[config.mk]
export PLATFORM = sky130hd
export DESIGN_NAME = dice_roller
export DESIGN_NICKNAME = d
export VERILOG_FILES = /design/src/rtl/dice_roller.sv
export SDC_FILE = /design/constraint.sdc
export NUM_CORES = 1
export LEC_CHECK = 0
export CAP_MARGIN = 40
export CELL_PAD_IN_SITES_DETAIL_PLACEMENT = 1
export CELL_PAD_IN_SITES_GLOBAL_PLACEMENT = 1
export CORE_MARGIN = 3
export CORE_UTILIZATION = 40
export CTS_CLUSTER_DIAMETER = 100
export DETAILED_ROUTE_END_ITERATION = 8
export DONT_BUFFER_PORTS = 1
export PLACE_DENSITY = 0.65
export REMOVE_ABC_BUFFERS = 1
export SLEW_MARGIN = 20
export SYNTH_ARGS = -nofsm -noshare
export SYNTH_HDL_FRONTEND = slang
export SYNTH_SLANG_ARGS = --single-unit
[constraint.sdc]
create_clock -name clk -period 2.6 [get_ports clk]
set_input_delay 0.13 -clock clk [delete_from_list [all_inputs] [get_ports clk]]
set_output_delay 0.13 -clock clk [all_outputs]
set_load 0.1 [all_outputs]
[src/rtl/dice_roller.sv]
// dice_roller: a set of NUM_DICE electronic dice with FACES faces each.
//
// The dice keep advancing while 'button' is held, and every roll makes at
// least MIN_ROLL advances. When the roll settles, the block publishes the
// faces, their sum, a one-cycle 'valid' strobe and a running roll count.
//
// Ports:
//   clk        in   single clock, rising edge
//   rst_n      in   asynchronous active-low reset
//   button     in   roll request, already synchronised
//   throw      out  packed faces, die k at [k*W +: W], each in 1..FACES
//   sum        out  registered sum of all faces
//   valid      out  one-cycle strobe while the settle state is active
//   rolling    out  high while the dice are advancing
//   roll_count out  completed rolls, wraps modulo 2^CNT_W
module dice_roller #(
  parameter int FACES    = 6,
  parameter int NUM_DICE = 2,
  parameter int MIN_ROLL = 8,
  parameter int CNT_W    = 16,
  localparam int W       = $clog2(FACES + 1),
  localparam int SW      = $clog2(NUM_DICE * FACES + 1)
) (
  input  logic                  clk,
  input  logic                  rst_n,
  input  logic                  button,
  output logic [NUM_DICE*W-1:0] throw,
  output logic [SW-1:0]         sum,
  output logic                  valid,
  output logic                  rolling,
  output logic [CNT_W-1:0]      roll_count
);

  typedef enum logic [1:0] {
    IDLE,
    ROLL,
    EXTEND,
    DONE
  } state_t;

  state_t        state;
  state_t        state_next;
  logic [15:0]   adv;
  logic [15:0]   adv_next;
  logic          advance;
  logic          reach;
  logic [16:0]   adv_inc;
  logic [W-1:0]  die      [NUM_DICE];
  logic [W-1:0]  die_next [NUM_DICE];
  logic [SW-1:0] sum_next;

  // Widened by one bit so the "this advance reaches MIN_ROLL" test cannot
  // overflow when adv sits at 16'hFFFF.
  assign adv_inc = {1'b0, adv} + 17'd1;
  assign reach   = (adv_inc >= 17'(MIN_ROLL));

  // Next-state logic. Any edge spent in ROLL or EXTEND advances the dice,
  // including the edge that leaves for DONE, so the final advance lands on
  // the edge entering DONE. Returning from EXTEND to ROLL keeps adv.
  always_comb begin
    state_next = state;
    adv_next   = adv;
    advance    = 1'b0;
    case (state)
      IDLE: begin
        if (button) begin
          state_next = ROLL;
          adv_next   = '0;
        end
      end
      ROLL: begin
        advance = 1'b1;
        if (!button) begin
          state_next = reach ? DONE : EXTEND;
        end
      end
      EXTEND: begin
        advance = 1'b1;
        if (button) begin
          state_next = ROLL;
        end else if (reach) begin
          state_next = DONE;
        end
      end
      DONE: begin
        state_next = IDLE;
      end
      default: begin
        state_next = IDLE;
      end
    endcase
    if (advance && (adv < 16'(MIN_ROLL))) begin
      adv_next = adv + 16'd1;
    end
  end

  // Odometer: die 0 steps whenever the dice advance; each higher die steps
  // only when the die below it wraps from FACES back to 1. The carry is a
  // local variable so the chain stays a simple ripple.
  always_comb begin
    logic carry;
    carry = advance;
    for (int k = 0; k < NUM_DICE; k++) begin
      die_next[k] = die[k];
      if (carry) begin
        die_next[k] = (die[k] == W'(FACES)) ? W'(1) : die[k] + W'(1);
      end
      carry = carry && (die[k] == W'(FACES));
    end
  end

  // Sum of the post-advance faces; SW is sized so this never overflows.
  always_comb begin
    sum_next = '0;
    for (int k = 0; k < NUM_DICE; k++) begin
      sum_next = sum_next + SW'(die_next[k]);
    end
  end

  // State, step counter and dice. Reset puts every die on face 1.
  always_ff @(posedge clk or negedge rst_n) begin
    if (!rst_n) begin
      state <= IDLE;
      adv   <= '0;
      for (int k = 0; k < NUM_DICE; k++) begin
        die[k] <= W'(1);
      end
    end else begin
      state <= state_next;
      adv   <= adv_next;
      for (int k = 0; k < NUM_DICE; k++) begin
        die[k] <= die_next[k];
      end
    end
  end

  // The sum is captured only on the edge entering DONE, so it matches the
  // settled faces while valid is high and holds until the next settle.
  always_ff @(posedge clk or negedge rst_n) begin
    if (!rst_n) begin
      sum <= SW'(NUM_DICE);
    end else if (state_next == DONE && state != DONE) begin
      sum <= sum_next;
    end
  end

  // A roll counts as completed on the edge leaving DONE; a reset during the
  // roll never reaches DONE and so is never counted.
  always_ff @(posedge clk or negedge rst_n) begin
    if (!rst_n) begin
      roll_count <= '0;
    end else if (state == DONE) begin
      roll_count <= roll_count + CNT_W'(1);
    end
  end

  for (genvar g = 0; g < NUM_DICE; g++) begin : g_throw
    assign throw[g*W +: W] = die[g];
  end

  assign rolling = (state == ROLL) || (state == EXTEND);
  assign valid   = (state == DONE);

endmodule

==> metrics.md, run 1 <==
| Metric | Value |
|---|---|
| Syn Inst Count | `228` |
| Antenna diode instance count | `0` |
| Remaining global-route overflow | `0` |
| Met3 Wirelength | `144 um` |
| Worst-case setup slack after placement | `-0.00210 ns` |
| Number of global-route vias before repair | `1870` |
| Worst min-delay path category | `in -> reg` |
| Cell mode on critical path | `inv_1` |
| Combined area of all synthesized cells | `0.00235 mm2` |
| Total global-route track usage | `17.9%` |
| Standard cell with the maximum stage delay on the critical path | `fa_1` |
| Top-count cell post-synth | `dfrtp_1` |
| Cell taking the most area after synthesis | `dfrtp_1` |
| Post-route DRC violation count | `0` |
| Run status | `finished, final reports clean` |
| Final setup slack of the worst path | `0.146 ns` |
| Number of distinct library cell variants in the gate-level netlist after synthesis | `45` |
| Cell types with the largest area share after synthesis | `dfrtp_1 44%, ha_1 5.3%, xnor2_1 3.7%, dfstp_2 3.4%, nand2_1 3.4%` |
| Clk root buf | `clkbuf_8` |
| Initial antenna violation count | `0` |
| Port-buffer cells | `0` |
| Area grow syn2layout | `23.3%` |
| Number of placed I/O pins | `31` |
| H-tree depth reported by CTS | `2` |
| Die Outline Area | `0.00683 mm2` |
| Cell types with the highest counts after synthesis | `41 x dfrtp_1, 21 x nand2_1, 15 x nor2_1` |
| Number of nets in the final layout | `284` |
| Worst setup path class | `reg -> reg` |
| EDFF count, synth | `0` |
| Lkg Pwr | `0.00137 uW` |
| Number of routed nets with antenna violations | `0` |
| Final hold slack | `0.0193 ns` |
| Worst reg2reg setup slack | `0.15 ns` |
| Total clock buffers created by CTS | `5` |
| Count of endpoints failing setup in the final report | `0` |
| Remaining max-slew budget at the tightest pin | `66.2%` |
| Unrepaired setup endpoints after global routing | `false` |
| Number of cells in the design after placement | `332` |
| Wire length per cell | `15.8 um` |
| Power per cell area | `1200 mW/mm2` |
| Flip-flop cell with the highest count after synthesis | `dfrtp_1` |
| Width of the chip | `82.6 um` |
| First-pass GRT wire length | `9160 um` |
| Mean number of vias per cell | `5.24` |
| Maximum number of pins on one net before global-route repair | `45` |
| Total core area | `0.00561 mm2` |
| List of cells traversed by the critical path | `inv_1, ha_4, nand2_1, nor3b_2, buf_4, xor2_2, ha_1, inv_1, fa_1, xnor2_1, mux2_4` |
| Via count of the routed design | `1797` |
| Highest fanout seen on the critical path | `5` |
| Skew final | `0.00773 ns` |
| Total routed wirelength | `5420 um` |
| 1st-pass router iterations | `4` |
| Number of clock sinks | `44` |
| Maximum resistive drop on vdd | `690 uV` |
| Worst slew pin tran | `0.507 ns` |
| Row Count | `27` |
| Source-to-sink clock delay at the later pin of the worst-skew pair | `0.30 ns` |
| Met2 wire length | `2750 um` |
| TritonCTS clock tree | `done` |
| Wire length the detailed router placed on met1 | `2470 um` |
| Max Used Layer | `met4` |
| Category of cells accounting for the largest share of critical-path delay | `adder cells` |
| Top-area cell type share of the netlist area | `43.7%` |
| Fraction of layout instances using a drive strength above 1 | `23.6%` |
| Clock slew at the register clock pins of the worst setup and hold paths | `0.09 ns` |
| Initial standard-cell utilization of the core | `41.9%` |
| Clock buffer depth | `2` |
| Post-Synthesis Mean Instance Area | `10.3 um2` |
| Delay of the slowest cell on the worst path | `0.38 ns` |
| Hold Vio Cnt, Final | `0` |
| Die Y | `82.6 um` |
| Max-cap violations | `0` |
| HPWL Detailed | `3940 um` |
| Final non-filler cell total | `343` |
| Max Fclk | `0.407 GHz` |
| Number of DRC violations after detailed-routing iteration 0 | `33` |
| Min cycle time layout | `2.45 ns` |
| Flops & latches, synth | `44` |
| Setup TNS Final | `0 ns` |
| Synth warnings | `0` |
| Final critical-path share of the clock period | `94.4%` |
| Worst Path Buf+Inv | `3` |
| Data arrival time of the critical path | `2.64 ns` |
| CP Data Required Time | `2.79 ns` |
| Worst Setup Start Kind | `flop` |
| Type of destination of the critical path | `flop` |
| Number of max-slew violations in the final report | `0` |
| Share of flip-flops with an asynchronous set or reset | `100%` |
| Final Wtd Congestion | `0.783` |
| Sequential cell area fraction in the yosys report | `47.0%` |
[sequential cells by signal, summed over array words and instances, names as in the netlist]
signal	count
adv	16
roll_count	16
state	2
sum	4
throw	6
[path summary, 6_finish.rpt]
path,start,end,cells past startpoint
setup / recovery,state[0]$_DFF_PN0_,sum[2]$_DFFE_PN0P_,11
hold / removal,button,state[1]$_DFF_PN0_,2
setup reg to reg,state[0]$_DFF_PN0_,sum[2]$_DFFE_PN0P_,11
hold reg to reg,roll_count[15]$_DFFE_PN0P_,roll_count[15]$_DFFE_PN0P_,1
max in group asynchronous,rst_n,sum[1]$_DFFE_PN1P_,2
min in group asynchronous,rst_n,roll_count[0]$_DFFE_PN0P_,2
[kinds of logic after synthesis]
logic type	synth area share, %
simple gates	21.2
flops	47.0
xor+xnor	6.71
buf+inv	3.19
fa+ha+maj	6.18
compound gates	10.7
mux	5.01
[power breakdown]
part	internal (uW)	switching [uW]	leakage (uW)
registers	841	205	0.000587
logic	615	1360	0.000740
clock network	217	237	0.0000455
[per-stage QoR]
stage	instance area (um2)	power, uW	util [%]
floorplan	2300	2420	-
global placement	2670	2840	47.7
detailed placement	2740	3000	48.8
CTS	2880	3490	51.4
global route	2900	3700	51.7
finish	2900	3480	51.7
[timing repair]
action                                  CTS  global route
endpoints found under the setup margin    1             2
endpoints found under the hold margin    46             0
hold buffers                              3             0
setup buffers                             0             0
cloned                                    0             0
pin swaps                                 0             0
gates resized for setup                   1             2
[layout make-up]
class | instances | area, um2
fillers | 634 | 2710
multi-input cells | 167 | 1190
flip-flops and latches | 44 | 1100
repair buffers | 44 | 388
clock buffers | 8 | 90.1
well taps | 72 | 90.1
inverters | 8 | 30.0
[cell usage in the layout (no fill, tap or decap), types with 2 or more instances in the layout]
master,count
a31oi_1,5
mux2_4,3
nand2_1,21
mux2i_1,5
inv_1,8
buf_4,37
clkbuf_8,6
nand4_1,9
o21a_1,2
ha_1,9
nand3_1,11
nor3_1,5
a21oi_1,7
xor2_1,7
o21ai_0,10
dlygate4sd3_1,2
dfstp_2,3
and2_1,11
nor3b_1,2
nor2_1,15
dfrtp_1,41
buf_1,2
a22o_1,2
xnor2_1,10
mux2_2,2
and4_1,6
nand2b_1,2
buf_16,3
o211ai_2,2
clkbuf_1,2
[metal layers]
layer,track usage [%],vias up
li1,-,882
met1,22.2,885
met2,31.4,24
met3,3.36,6
met4,5.39,0
met5,0,-
Note: power is estimated with default switching activity, not from simulation.
==> run 2, diff against run 1 <==
--- a/config.mk
+++ b/config.mk
@@ -13,8 +13,9 @@
 export CTS_CLUSTER_DIAMETER = 100
 export DETAILED_ROUTE_END_ITERATION = 8
 export DONT_BUFFER_PORTS = 1
-export PLACE_DENSITY = 0.65
+export PLACE_DENSITY_LB_ADDON = 0.1
 export REMOVE_ABC_BUFFERS = 1
+export SKIP_CTS_REPAIR_TIMING = 1
 export SLEW_MARGIN = 20
 export SYNTH_ARGS = -nofsm -noshare
 export SYNTH_HDL_FRONTEND = slang
==> run 2 against run 1 <==
Against the previous run: routed wire length up 4.6%; largest cell class unchanged; final cell count is 0.58% lower; clock power increased by 15%; critical path depth is the same; sequential share of layout area is 0.066 points lower; final area up 0.17%; total power rose by 3.4%.
==> metrics.md, run 2 (synthesis gave the netlist of run 1 again) <==
| Metric | Value |
|---|---|
| Final setup slack of the worst path | `0.108 ns` |
| Area grow syn2layout | `23.5%` |
| Final critical-path share of the clock period | `95.9%` |
| Type of destination of the critical path | `flop` |
| Maximum number of pins on one net before global-route repair | `45` |
| Number of routed nets with antenna violations | `0` |
| Highest fanout seen on the critical path | `5` |
| H-tree depth reported by CTS | `2` |
| Area of all placed cells without fillers | `0.00290 mm2` |
| List of cells traversed by the critical path | `inv_1, ha_4, nand2_1, nor3b_2, buf_4, xor2_2, ha_2, inv_1, fa_1, xnor2_1, mux2_4` |
| Worst min-delay path category | `in -> reg` |
| Source-to-sink clock delay at the later pin of the worst-skew pair | `0.30 ns` |
| Fraction of layout instances using a drive strength above 1 | `24.2%` |
| Post-route DRC violation count | `0` |
| Number of global-route vias before repair | `1941` |
| Worst Path Buf+Inv | `3` |
| Port-buffer cells | `0` |
| Worst setup path class | `reg -> reg` |
| Total clock buffers created by CTS | `5` |
| Worst slew pin tran | `0.506 ns` |
| Standard cell with the maximum stage delay on the critical path | `fa_1` |
| Total global-route track usage | `18.4%` |
| R2R cell count | `11` |
| Data arrival time of the critical path | `2.69 ns` |
| Delay of the slowest cell on the worst path | `0.38 ns` |
| Number of cells in the design after placement | `328` |
| First-pass GRT wire length | `9540 um` |
| Die Y | `82.6 um` |
| TritonCTS clock tree | `done` |
| Antenna diode instance count | `0` |
| Clock buffer depth | `2` |
| Worst-case setup slack after placement | `-0.0508 ns` |
| Worst Setup Start Kind | `flop` |
| Die Outline Area | `0.00683 mm2` |
| Total routed wirelength | `5670 um` |
| Count of endpoints failing setup in the final report | `0` |
| Remaining max-slew budget at the tightest pin | `66.3%` |
| 1st-pass router iterations | `4` |
| Width of the chip | `82.6 um` |
| Total power | `3590 uW` |
| Final core occ | `51.8%` |
| Placed Instance Area | `0.00271 mm2` |
| Row Count | `27` |
| Cell mode on critical path | `inv_1` |
| Max Fclk | `0.401 GHz` |
| Clock slew at the register clock pins of the worst setup and hold paths | `0.09 ns` |
| Most common cell after layout, fill and taps aside | `dfrtp_1` |
| CP Data Required Time | `2.80 ns` |
| Mean number of vias per cell | `5.38` |
| Total core area | `0.00561 mm2` |
| Number of DRC violations after detailed-routing iteration 0 | `76` |
| Crit path depth | `11` |
| Initial antenna violation count | `0` |
| Run status | `finished, final reports clean` |
| Via count of the routed design | `1835` |
| Number of max-slew violations in the final report | `0` |
| Hold Vio Cnt, Final | `0` |
| Skew final | `0.00903 ns` |
| Initial standard-cell utilization of the core | `41.9%` |
| Maximum resistive drop on vdd | `824 uV` |
| Power per cell area | `1240 mW/mm2` |
| Number of nets in the final layout | `282` |
| Remaining global-route overflow | `0` |
| Final non-filler cell total | `341` |
| Wire length per cell | `16.6 um` |
| Most used cells in the layout excluding fill and tap cells | `41 x dfrtp_1, 35 x buf_4, 21 x nand2_1` |
| Number of placed I/O pins | `31` |
| Number of clock sinks | `44` |
| HPWL Detailed | `4160 um` |
| Min cycle time layout | `2.49 ns` |
| Final Wtd Congestion | `0.789` |
| Category of cells accounting for the largest share of critical-path delay | `adder cells` |
| Lkg Pwr | `0.00137 uW` |
| Clk root buf | `clkbuf_8` |
| Hold Crit Depth | `3` |
| Max-cap violations | `0` |
==> run 2: cell count changes in the layout (fill, tap and decap cells not counted), sizes merged <==
cell	delta
buf	-2
clkbuf	-2
bufinv	+1
clkinv	+1
==> run 2: final timing paths <==
| path | start | to | slack [ns] |
|---|---|---|---|
| max | state[1]$_DFF_PN0_ | sum[2]$_DFFE_PN0P_ | 0.11 |
| min | button | state[0]$_DFF_PN0_ | 0.14 |
| max reg2reg | state[1]$_DFF_PN0_ | sum[2]$_DFFE_PN0P_ | 0.11 |
| min reg2reg | roll_count[15]$_DFFE_PN0P_ | roll_count[15]$_DFFE_PN0P_ | 0.48 |
| max in group asynchronous | rst_n | throw[0]$_DFF_PN1_ | 2.01 |
| min in group asynchronous | rst_n | roll_count[12]$_DFFE_PN0P_ | 0.33 |
==> run 2: tightest hold or removal path, stage by stage <==
cell	delay, ns
nor2_1	0.10
a21oi_1	0.08
o31a_1	0.10
==> run 2: through the flow <==
stage	TNS (ns)	hold WS, ns
finish	0	0.136
floorplan	-2.28	-0.166
detailed placement	-0.0508	-0.164
global placement	0	-0.164
CTS	-0.0804	-0.503
global route	-0.0417	0.138
==> run 2: layer usage <==
layer	global-route usage [%]	share of wire, %
met4	6.05	1.1
met3	4.12	3.4
met1	22.3	42
met2	32.3	53
met5	0	0
==> run 2: final cells by class <==
cell class,instances,area (um2)
fillers,659,2710
multi-input cells,167,1200
flip-flops and latches,44,1100
repair buffers,42,373
well taps,72,90.1
clock buffers,6,72.6
clock inverters,2,35.0
inverters,8,30.0
==> run 2: report_power, final <==
part	internal, uW	switching [uW]
Combinational	631	1400
Sequential	841	203
Clock	285	238
Total	1760	1840
==> run 3, diff against run 2 <==
==> constraint.sdc (replaced) <==
create_clock -name clk -period 2.2 [get_ports clk]
set_input_delay 0.11 -clock clk [delete_from_list [all_inputs] [get_ports clk]]
set_output_delay 0.11 -clock clk [all_outputs]
set_load 0.1 [all_outputs]
==> run 3 against run 2 <==
Against the previous run: total power rose by 33%; the flow now finishes with violations (setup timing); critical path depth did not move; highest routed layer unchanged; die area did not move; final area rose by 13%; largest cell class unchanged; setup slack got worse by 0.34 ns; register-to-register slack got worse by 0.34 ns; global-route usage rose by 0.61 points.
==> metrics.md, run 3 (synthesis gave the netlist of run 1 again) <==
| Metric | Value |
|---|---|
| Run status | `finished with violations` |
| Violated checks | `setup timing` |
| Mean number of vias per cell | `5.42` |
| Number of max-slew violations in the final report | `0` |
| Unrepaired setup endpoints after global routing | `true` |
| Number of placed I/O pins | `31` |
| Worst setup path class | `reg -> reg` |
| Setup TNS Final | `-0.425 ns` |
| Most used cells in the layout excluding fill and tap cells | `63 x buf_4, 40 x dfrtp_1, 20 x nand2_1` |
| Count of endpoints failing setup in the final report | `3` |
| Worst slew pin tran | `0.505 ns` |
| Clock buffer depth | `2` |
| Max Fclk | `0.410 GHz` |
| Total core area | `0.00561 mm2` |
| Die Outline Area | `0.00683 mm2` |
| Total global-route track usage | `19.0%` |
| Final critical-path share of the clock period | `111%` |
| Remaining global-route overflow | `0` |
| Category of cells accounting for the largest share of critical-path delay | `adder cells` |
| Most common cell after layout, fill and taps aside | `buf_4` |
| Initial antenna violation count | `0` |
| Worst-case setup slack after placement | `-0.353 ns` |
| Delay of the slowest cell on the worst path | `0.41 ns` |
| Data arrival time of the critical path | `2.63 ns` |
| Skew final | `0.00991 ns` |
| Min cycle time layout | `2.44 ns` |
| Total routed wirelength | `6960 um` |
| List of cells traversed by the critical path | `inv_2, ha_4, nand2_4, nor3b_2, buf_4, xor2_2, ha_2, inv_2, fa_2, xnor2_1, mux2_4` |
| Total clock buffers created by CTS | `5` |
| Port-buffer cells | `0` |
| Power per cell area | `1470 mW/mm2` |
| Lkg Pwr | `0.00154 uW` |
| Number of nets in the final layout | `312` |
| Clk root buf | `clkbuf_8` |
| Number of DRC violations after detailed-routing iteration 0 | `66` |
| Worst min-delay path category | `in -> reg` |
| Post-route DRC violation count | `0` |
| Initial standard-cell utilization of the core | `41.9%` |
| Remaining max-slew budget at the tightest pin | `66.3%` |
| HPWL Detailed | `4570 um` |
| Area of all placed cells without fillers | `0.00327 mm2` |
| Width of the chip | `82.6 um` |
| Source-to-sink clock delay at the later pin of the worst-skew pair | `0.30 ns` |
| Hold Vio Cnt, Final | `0` |
| Number of routed nets with antenna violations | `0` |
| Highest fanout seen on the critical path | `4` |
| Area grow syn2layout | `39.1%` |
| CP Data Required Time | `2.39 ns` |
| Final core occ | `58.3%` |
| Via count of the routed design | `2011` |
| Wire length per cell | `18.8 um` |
| Final Wtd Congestion | `0.779` |
| Maximum number of pins on one net before global-route repair | `45` |
| Cell mode on critical path | `inv_2` |
| Antenna diode instance count | `0` |
| Final setup slack of the worst path | `-0.237 ns` |
| Number of clock sinks | `44` |
| Maximum resistive drop on vdd | `1020 uV` |
| H-tree depth reported by CTS | `2` |
| Standard cell with the maximum stage delay on the critical path | `dfrtp_1` |
| Row Count | `27` |
| Worst Path Buf+Inv | `3` |
| Type of destination of the critical path | `flop` |
| Fraction of layout instances using a drive strength above 1 | `39.1%` |
| Die Y | `82.6 um` |
| 1st-pass router iterations | `4` |
| TritonCTS clock tree | `done` |
| Number of global-route vias before repair | `2065` |
| Max-cap violations | `0` |
| First-pass GRT wire length | `9920 um` |
| Clock slew at the register clock pins of the worst setup and hold paths | `0.09 ns` |
| Worst Setup Start Kind | `flop` |
| Placed Instance Area | `0.00282 mm2` |
-- run 3: path summary, 6_finish.rpt --
kind / start / endpoint / slack [ns] / depth (start not counted)
worst max-delay path: state[1]$_DFF_PN0_ / sum[2]$_DFFE_PN0P_ / -0.24 / 11
worst min-delay path: button / adv[3]$_DFFE_PN0P_ / 0.22 / 4
worst max register to register: state[1]$_DFF_PN0_ / sum[2]$_DFFE_PN0P_ / -0.24 / 11
worst min register to register: roll_count[15]$_DFFE_PN0P_ / roll_count[15]$_DFFE_PN0P_ / 0.48 / 1
max in group asynchronous: rst_n / throw[0]$_DFF_PN1_ / 1.61 / 2
min in group asynchronous: rst_n / roll_count[10]$_DFFE_PN0P_ / 0.31 / 2
-- run 3: layer usage --
metal	vias up	share of wire, %	track usage (%)
met5	-	0	0
met4	0	2.6	5.72
met3	13	2.3	3.36
met2	31	54	36.1
met1	1029	41	21.5
li1	938	-	-
-- run 3: report_power, final --
group	leakage, uW	total [uW]	switching (uW)	internal (uW)
logic	0.000896	2940	1860	1070
clock network	0.0000552	631	294	338
registers	0.000585	1230	233	994
-- run 3: worst min-delay path, stage by stage --
cell and delay [ns]:
a21oi_1 0.04, buf_4 0.18, nand2_1 0.07, o21ai_0 0.07
-- run 3: area by class of cell --
cell class	instances	area (um2)
inverters	8	30.0
flip-flops and latches	44	1110
fillers	623	2340
clock buffers	6	72.6
repair buffers	72	606
multi-input cells	167	1330
clock inverters	2	35.0
well taps	72	90.1
-- run 3: metrics by stage --
stage / hold slack [ns] / instances / power (uW)
after floorplan: -0.186 / 219 / 2870
after global placement: -0.184 / 348 / 3510
after detailed placement: -0.184 / 348 / 3650
after CTS: -0.509 / 356 / 4280
after global routing: 0.240 / 371 / 5050
final: 0.221 / 371 / 4790
